==> config.mk <==
export PLATFORM = sky130hd
export DESIGN_NAME = bru_resolve_flat
export DESIGN_NICKNAME = d
export VERILOG_FILES = /design/src/rtl/bru_resolve_pkg.sv /design/src/rtl/bru_resolve_if.sv /design/src/rtl/bru_cmp.sv /design/src/rtl/bru_resolve.sv /design/src/flat_wrapper.sv
export SDC_FILE = /design/constraint.sdc
export NUM_CORES = 1
export LEC_CHECK = 0
export BUFFER_PORTS_ARGS = -buffer_cell sky130_fd_sc_hd__buf_4
export CELL_PAD_IN_SITES_DETAIL_PLACEMENT = 1
export CELL_PAD_IN_SITES_GLOBAL_PLACEMENT = 1
export CORE_AREA = 2 2 189 191
export CTS_BUF_LIST = sky130_fd_sc_hd__clkbuf_4 sky130_fd_sc_hd__clkbuf_8 sky130_fd_sc_hd__clkbuf_16
export CTS_CLUSTER_DIAMETER = 150
export DETAILED_ROUTE_END_ITERATION = 12
export DIE_AREA = 0 0 191 193
export GPL_ROUTABILITY_DRIVEN = 0
export GPL_TIMING_DRIVEN = 0
export PLACE_DENSITY_LB_ADDON = 0.1
export SETUP_SLACK_MARGIN = 0.02
export SYNTH_ARGS = -nofsm -noshare
export SYNTH_HDL_FRONTEND = slang
export SYNTH_HIERARCHICAL = 1
export SYNTH_SLANG_ARGS = --single-unit
==> constraint.sdc <==
create_clock -name clk -period 6.6 [get_ports clk]
set_clock_uncertainty 0.2 [all_clocks]
set_input_delay 1.32 -clock clk [delete_from_list [all_inputs] [get_ports clk]]
set_output_delay 1.32 -clock clk [all_outputs]
set_load 0.02 [all_outputs]
==> src/rtl/bru_resolve_pkg.sv <==
// Shared opcode/funct3 constants, bus widths and decode helpers for the branch resolution unit.
package bru_resolve_pkg;

  localparam int XLEN   = 32;
  localparam int INST_W = 32;

  localparam logic [6:0] OPC_BRANCH = 7'b1100011;
  localparam logic [6:0] OPC_JAL    = 7'b1101111;
  localparam logic [6:0] OPC_JALR   = 7'b1100111;

  localparam logic [2:0] F3_BEQ  = 3'b000;
  localparam logic [2:0] F3_BNE  = 3'b001;
  localparam logic [2:0] F3_BLT  = 3'b100;
  localparam logic [2:0] F3_BGE  = 3'b101;
  localparam logic [2:0] F3_BLTU = 3'b110;
  localparam logic [2:0] F3_BGEU = 3'b111;

  typedef enum logic {ST_IDLE, ST_RECOVER} state_t;

  typedef struct packed {
    logic              valid;
    logic [INST_W-1:0] inst;
    logic [XLEN-1:0]   pc;
    logic              prd_taken;
    logic [XLEN-1:0]   prd_addr;
    logic [XLEN-1:0]   rs1;
    logic [XLEN-1:0]   rs2;
  } ex_t;

  function automatic logic [XLEN-1:0] imm_i(input logic [INST_W-1:0] inst);
    return {{20{inst[31]}}, inst[31:20]};
  endfunction

  function automatic logic [XLEN-1:0] imm_b(input logic [INST_W-1:0] inst);
    return {{19{inst[31]}}, inst[31], inst[7], inst[30:25], inst[11:8], 1'b0};
  endfunction

  function automatic logic [XLEN-1:0] imm_j(input logic [INST_W-1:0] inst);
    return {{11{inst[31]}}, inst[31], inst[19:12], inst[20], inst[30:21], 1'b0};
  endfunction

endpackage

==> src/rtl/bru_resolve_if.sv <==
// ID-stage operand bundle into the resolver and the flush/redirect response back out.
interface bru_resolve_if;
  import bru_resolve_pkg::*;

  logic              id_valid_i;
  logic [INST_W-1:0] id_inst_i;
  logic [XLEN-1:0]   id_instaddr_i;
  logic              id_prd_taken_i;
  logic [XLEN-1:0]   id_prd_addr_i;
  logic [XLEN-1:0]   id_rs1_data_i;
  logic [XLEN-1:0]   id_rs2_data_i;
  logic              stall_i;
  logic              flush_o;
  logic              redirect_en_o;
  logic [XLEN-1:0]   redirect_addr_o;

  modport master (
    output id_valid_i, id_inst_i, id_instaddr_i, id_prd_taken_i, id_prd_addr_i,
           id_rs1_data_i, id_rs2_data_i, stall_i,
    input  flush_o, redirect_en_o, redirect_addr_o
  );

  modport slave (
    input  id_valid_i, id_inst_i, id_instaddr_i, id_prd_taken_i, id_prd_addr_i,
           id_rs1_data_i, id_rs2_data_i, stall_i,
    output flush_o, redirect_en_o, redirect_addr_o
  );

endinterface

==> src/rtl/bru_cmp.sv <==
// Combinational conditional-branch evaluator; undefined funct3 encodings evaluate as not taken.
module bru_cmp
  import bru_resolve_pkg::*;
(
  input  logic [2:0]      i_funct3,
  input  logic [XLEN-1:0] i_rs1,
  input  logic [XLEN-1:0] i_rs2,
  output logic            o_taken
);

  always_comb begin
    o_taken = 1'b0;
    case (i_funct3)
      F3_BEQ:  o_taken = (i_rs1 == i_rs2);
      F3_BNE:  o_taken = (i_rs1 != i_rs2);
      F3_BLT:  o_taken = ($signed(i_rs1) <  $signed(i_rs2));
      F3_BGE:  o_taken = ($signed(i_rs1) >= $signed(i_rs2));
      F3_BLTU: o_taken = (i_rs1 <  i_rs2);
      F3_BGEU: o_taken = (i_rs1 >= i_rs2);
      default: o_taken = 1'b0;
    endcase
  end

endmodule

==> src/rtl/bru_resolve.sv <==
// EX-stage branch resolver: mispredict raises a registered one-cycle flush/redirect (RECOVER), which outranks stall.
// Optional perf counters under BRU_PERF_CNT_EN; otherwise the counter ports are tied to zero.
module bru_resolve
  import bru_resolve_pkg::*;
#(
  parameter int CNT_W = 32
) (
  input  logic             clk,
  input  logic             rstn,
  bru_resolve_if.slave     bus,
  output logic [CNT_W-1:0] branch_cnt_o,
  output logic [CNT_W-1:0] mispred_cnt_o
);

  state_t          r_state;
  ex_t             r_ex;
  logic            r_flush;
  logic            r_redir_en;
  logic [XLEN-1:0] r_redir_addr;

  ex_t             w_id;
  logic [6:0]      w_opc;
  logic            w_is_br;
  logic            w_is_jal;
  logic            w_is_jalr;
  logic            w_cmp_taken;
  logic            w_act_taken;
  logic [XLEN-1:0] w_target;
  logic [XLEN-1:0] w_redir_addr;
  logic            w_resolve;
  logic            w_mispred;

  assign w_id = '{valid:     bus.id_valid_i,
                  inst:      bus.id_inst_i,
                  pc:        bus.id_instaddr_i,
                  prd_taken: bus.id_prd_taken_i,
                  prd_addr:  bus.id_prd_addr_i,
                  rs1:       bus.id_rs1_data_i,
                  rs2:       bus.id_rs2_data_i};

  assign w_opc     = r_ex.inst[6:0];
  assign w_is_br   = (w_opc == OPC_BRANCH);
  assign w_is_jal  = (w_opc == OPC_JAL);
  assign w_is_jalr = (w_opc == OPC_JALR);

  bru_cmp u_cmp (
    .i_funct3 (r_ex.inst[14:12]),
    .i_rs1    (r_ex.rs1),
    .i_rs2    (r_ex.rs2),
    .o_taken  (w_cmp_taken)
  );

  assign w_act_taken  = w_is_br ? w_cmp_taken : (w_is_jal | w_is_jalr);
  assign w_target     = w_is_jalr ? ((r_ex.rs1 + imm_i(r_ex.inst)) & ~32'h1) :
                        w_is_jal  ? (r_ex.pc + imm_j(r_ex.inst)) :
                                    (r_ex.pc + imm_b(r_ex.inst));
  assign w_redir_addr = w_act_taken ? w_target : (r_ex.pc + 32'd4);

  // The EX slot during RECOVER holds wrong-path work, so it must never resolve.
  assign w_resolve = r_ex.valid && !bus.stall_i && (r_state == ST_IDLE);
  assign w_mispred = w_resolve &&
                     ((w_act_taken != r_ex.prd_taken) ||
                      (w_act_taken && r_ex.prd_taken && (w_target != r_ex.prd_addr)));

  always_ff @(posedge clk) begin
    if (!rstn) begin
      r_state      <= ST_IDLE;
      r_ex         <= '0;
      r_flush      <= 1'b0;
      r_redir_en   <= 1'b0;
      r_redir_addr <= '0;
    end else begin
      case (r_state)
        ST_IDLE: begin
          if (w_mispred) r_state <= ST_RECOVER;
          if (!bus.stall_i) r_ex <= w_id;
        end
        ST_RECOVER: begin
          r_state    <= ST_IDLE;
          r_ex.valid <= 1'b0;
        end
      endcase
      r_flush      <= w_mispred;
      r_redir_en   <= w_mispred;
      r_redir_addr <= w_mispred ? w_redir_addr : '0;
    end
  end

  assign bus.flush_o         = r_flush;
  assign bus.redirect_en_o   = r_redir_en;
  assign bus.redirect_addr_o = r_redir_addr;

`ifdef BRU_PERF_CNT_EN
  localparam logic [CNT_W-1:0] CNT_ONE = {{(CNT_W-1){1'b0}}, 1'b1};

  logic             w_is_ctl;
  logic [CNT_W-1:0] r_br_cnt;
  logic [CNT_W-1:0] r_mp_cnt;

  assign w_is_ctl = w_is_br | w_is_jal | w_is_jalr;

  always_ff @(posedge clk) begin
    if (!rstn) begin
      r_br_cnt <= '0;
      r_mp_cnt <= '0;
    end else begin
      if (w_resolve && w_is_ctl && (r_br_cnt != '1)) r_br_cnt <= r_br_cnt + CNT_ONE;
      if (w_mispred && (r_mp_cnt != '1))             r_mp_cnt <= r_mp_cnt + CNT_ONE;
    end
  end

  assign branch_cnt_o  = r_br_cnt;
  assign mispred_cnt_o = r_mp_cnt;
`else
  assign branch_cnt_o  = '0;
  assign mispred_cnt_o = '0;
`endif

endmodule

==> src/flat_wrapper.sv <==
// flat-port wrapper written by rule: the top's interface ports become plain ports
module bru_resolve_flat import bru_resolve_pkg::*;
#(
  parameter int CNT_W = 32
)
  (clk, rstn, branch_cnt_o, mispred_cnt_o, bus_id_valid_i, bus_id_inst_i, bus_id_instaddr_i, bus_id_prd_taken_i, bus_id_prd_addr_i, bus_id_rs1_data_i, bus_id_rs2_data_i, bus_stall_i, bus_flush_o, bus_redirect_en_o, bus_redirect_addr_o);
  bru_resolve_if bus_i ();
  input  logic clk;
  input  logic rstn;
  output logic [CNT_W-1:0] branch_cnt_o;
  output logic [CNT_W-1:0] mispred_cnt_o;
  input wire logic [$bits(bus_i.id_valid_i)-1:0] bus_id_valid_i;
  input wire logic [$bits(bus_i.id_inst_i)-1:0] bus_id_inst_i;
  input wire logic [$bits(bus_i.id_instaddr_i)-1:0] bus_id_instaddr_i;
  input wire logic [$bits(bus_i.id_prd_taken_i)-1:0] bus_id_prd_taken_i;
  input wire logic [$bits(bus_i.id_prd_addr_i)-1:0] bus_id_prd_addr_i;
  input wire logic [$bits(bus_i.id_rs1_data_i)-1:0] bus_id_rs1_data_i;
  input wire logic [$bits(bus_i.id_rs2_data_i)-1:0] bus_id_rs2_data_i;
  input wire logic [$bits(bus_i.stall_i)-1:0] bus_stall_i;
  output wire logic [$bits(bus_i.flush_o)-1:0] bus_flush_o;
  output wire logic [$bits(bus_i.redirect_en_o)-1:0] bus_redirect_en_o;
  output wire logic [$bits(bus_i.redirect_addr_o)-1:0] bus_redirect_addr_o;
  assign bus_i.id_valid_i = bus_id_valid_i;
  assign bus_i.id_inst_i = bus_id_inst_i;
  assign bus_i.id_instaddr_i = bus_id_instaddr_i;
  assign bus_i.id_prd_taken_i = bus_id_prd_taken_i;
  assign bus_i.id_prd_addr_i = bus_id_prd_addr_i;
  assign bus_i.id_rs1_data_i = bus_id_rs1_data_i;
  assign bus_i.id_rs2_data_i = bus_id_rs2_data_i;
  assign bus_i.stall_i = bus_stall_i;
  assign bus_flush_o = bus_i.flush_o;
  assign bus_redirect_en_o = bus_i.redirect_en_o;
  assign bus_redirect_addr_o = bus_i.redirect_addr_o;
  bru_resolve #(.CNT_W(CNT_W)) u_core (.clk(clk), .rstn(rstn), .bus(bus_i), .branch_cnt_o(branch_cnt_o), .mispred_cnt_o(mispred_cnt_o));
endmodule
==> out/summary.txt <==
SYNTH
--------------------------------------------------------------------------------------------------
Distinct cell type count of the synthesized netlist                                             91
Share of the yosys chip area belonging to registers                                          27.0%
Main area contributors after synthesis                                                dfxtp_1 (27%), nand2_1 (12%), ha_1 (8.4%)
Synthesized flop and latch total                                                               196
Number of synthesized flops with an enable pin                                                   0
Synth Instances                                                                               1911
Most used flip-flop cell after synthesis                                                   dfxtp_1
Avg Inst Size Synth                                                                      7.60 um^2
Top-area cell type share of the netlist area                                                 27.0%
Yosys warns                                                                                      6
Total standard cell area after synthesis                                               0.0145 mm^2
Async set or reset register ratio after synthesis                                               0%
Largest area contributor in the synthesized netlist                                        dfxtp_1

CELLS AND AREA
--------------------------------------------------------------------------------------------------
Core occupancy in the finished layout                                                        49.9%
Post-layout instance count excluding filler cells                                             2666
Number of antenna repair diodes                                                                  0
Share of post-route cells with drive strength above 1                                        16.3%
Fin nets                                                                                      2457
Leading cell types in the layout, fill and taps excluded                              nand2_1 (447), buf_4 (266), dfxtp_1 (195)
Filler cell count                                                                             4456
Most frequent standard cell in the layout excluding fill and tap cells                     nand2_1
Layout-stage area growth over the synthesis result                                           20.1%

TIMING
--------------------------------------------------------------------------------------------------
Slew at the pin closest to its max-slew limit                                              1.14 ns
Ratio of final minimum period to clock period                                                95.4%
Max Fclk                                                                                   159 MHz
Min Tclk post-route                                                                        6.30 ns
Setup TNS after final layout                                                                  0 ns
Setup ws final                                                                            0.302 ns
Setup repair after global routing missed its margin                                             no
Final Hold Vio Count                                                                             0
Total of endpoints with negative setup slack in the final report                                 0
Number of slew-limit violations in the final report                                              0
Max-slew headroom                                                                            24.0%

DIE
--------------------------------------------------------------------------------------------------
Initial core utilization                                                                     41.5%
Die area                                                                               0.0369 mm^2
Floorplan die width                                                                         191 um
Core area                                                                              0.0350 mm^2
Std cell rows                                                                                   69
Y dimension of the die                                                                      193 um
Top-level port count                                                                           263

WORST SETUP PATH
--------------------------------------------------------------------------------------------------
Crit path capture type                                                                        flop
Slowest cell on crit path                                                                  dfxtp_1
Slowest stage delay, CP                                                                    0.45 ns
Required time of the worst setup path                                                      6.72 ns
Top cell family by delay on the critical path                                         simple AND/OR/NAND/NOR gates
Worst R2R Start                                                                       u_core/r_ex[63]
WS Path Type                                                                               reg2reg
Cells along the critical path                                                         ha_1, nand4_4, nor4_4, a311oi_1, nor3_1, a211oi_1, o211a_1, nor2b_1, o21ai_4, inv_1, clkbuf_2, ha_1, nor2_1, nor4b_1, nand4_1, nor4_1, nand4_1, nor4_4, buf_4, buf_6, nor4_2
Data arrival, critical path                                                                6.41 ns
Total buffers and inverters traversed by the critical path                                       4
Source of the critical timing path                                                    u_core/r_ex[63]
Type of element launching the critical path                                                   flop
CP Max Fanout                                                                                   10

CLOCKING
--------------------------------------------------------------------------------------------------
Max Buffers Root-to-Sink                                                                         2
Post-cts hold buffer count                                                                       0
Number of CTS-inserted buffers                                                                  17
Clock network latency to the later pin of the worst-skew pair                              0.47 ns
CTS H-tree lvls                                                                                  4
Clock transition time at the flip-flop clock pins of the worst setup and hold paths        0.07 ns
Root cell of the clock tree                                                              clkbuf_16
TritonCTS clock tree                                                                         built
Number of sinks driven by the clock tree                                                       196

RUN
--------------------------------------------------------------------------------------------------
Max-cap viol count                                                                               0

OUTCOME
--------------------------------------------------------------------------------------------------
Result of the run                                                                     complete, no violations

GLOBAL ROUTE
--------------------------------------------------------------------------------------------------
Initial antenna violation count                                                                  2
Via count of the first global-routing pass                                                   14700
First-pass GRT wire length                                                                80200 um
GRT Residual Overflow                                                                            0
Largest net degree at the start of global routing                                               37
Aggregate global-route resource usage                                                        28.3%

ROUTE
--------------------------------------------------------------------------------------------------
Antenna Nets Post-Route                                                                          0
Initial detailed-routing violation count                                                       808
Mean number of vias per cell                                                                  5.48
DRC Markers                                                                                      0
Final WL                                                                                  52700 um
Number of detailed-route iterations in the first pass                                            6
Average wire length per cell after detail routing                                          19.8 um
Number of vias after detailed routing                                                        14608

PLACEMENT
--------------------------------------------------------------------------------------------------
Post-Place Setup Slack                                                                   -0.307 ns
Placed cell count                                                                             2632
Port Buf Inserts                                                                               197
Placed wire-length estimate                                                               43800 um

POWER
--------------------------------------------------------------------------------------------------
Lkg Pwr                                                                                    7.50 nW
Pwr/cell area                                                                          178 mW/mm^2
Highest ir drop seen on vdd                                                               0.198 mV

HOLD PATH
--------------------------------------------------------------------------------------------------
Start point of the worst min-delay path                                               u_core/r_ex[129]
Worst Hold Class                                                                           reg2reg

## final cells by class
type,count,area (um^2),share of cell area (%)
Inverter,53,199,1.14
Timing Repair Buffer,199,1490,8.56
Buffer,169,970,5.56
Clock inverter,15,163,0.932
Tap cell,461,577,3.31
Clock buffer,17,425,2.44
Multi-Input combinational cell,1556,9690,55.6
Sequential cell,196,3930,22.5
## power breakdown
group | switching (mW) | internal [mW]
combinational | 0.422 | 0.310
clock | 0.522 | 0.540
sequential | 0.0783 | 1.24
total | 1.02 | 2.09
## registers in the layout, indices dropped and copies added (netlist names)
signal / flops
u_core/r_ex: 162
u_core/bus.redirect_addr_o: 32
u_core/bus.redirect_en_o: 1
u_core/r_state: 1
## per-layer routing
layer  vias to the layer above  share of wire [%]  track usage [%]
met5                         -              0.021                0
met4                         2                2.9             10.1
met3                        76                4.5             2.93
met2                       354                 49             49.8
met1                      7062                 44             36.0
li1                       7114                  -                -
## tightest hold or removal path: cells and delay by family (launching register included)
kind	cells	cell delay, ns
AO/OA/AOI/OAI	1	0.07
flip-flops	1	0.31
AND/OR/NAND/NOR	1	0.05
## synth_stat cells, types with 32 or more instances
cell      number
buf_4         67
a21oi_1      110
a21boi_0     162
nand4_1       32
inv_1         53
clkbuf_1      85
nand3_1       37
xnor2_1       56
o21ai_0       63
xor2_1        49
ha_1          98
nand2_1      447
dfxtp_1      196
nor2_1        92
## per-stage QoR
| stage | instance area [um^2] | power (mW) | hold slack, ns |
|---|---|---|---|
| floorplan | 14800 | 1.80 | 0.214 |
| global placement | 16800 | 2.04 | 0.226 |
| detailed placement | 16800 | 2.06 | 0.242 |
| CTS | 17400 | 3.12 | 0.257 |
| global route | 17400 | 3.26 | 0.285 |
| finish | 17400 | 3.11 | 0.266 |
## final timing paths
kind	to	slack, ns	cells after the start
min	u_core/r_ex[129]	0.27	2
min reg2reg	u_core/r_ex[129]	0.27	2
max	u_core/bus.redirect_addr_o[15]	0.30	21
max reg2reg	u_core/bus.redirect_addr_o[15]	0.30	21
## cells by family after synthesis
family	after synthesis	share of synthesized area, %
buffers and inverters	222	8.04
xor gates and xnor gates	109	6.95
DFF	196	27.0
AOI/OAI and AO/OA	493	23.3
and+or+nand+nor	769	24.5
adders and majority gates	100	8.72
muxes	21	1.51
other	1	0.0258
## what timing repair did
action	in CTS	in global routing
gates resized for setup	1	5
pin swaps	1	0
endpoints found under the setup margin	34	34
setup buffers	2	0
Note: power is estimated with default switching activity, not from simulation.
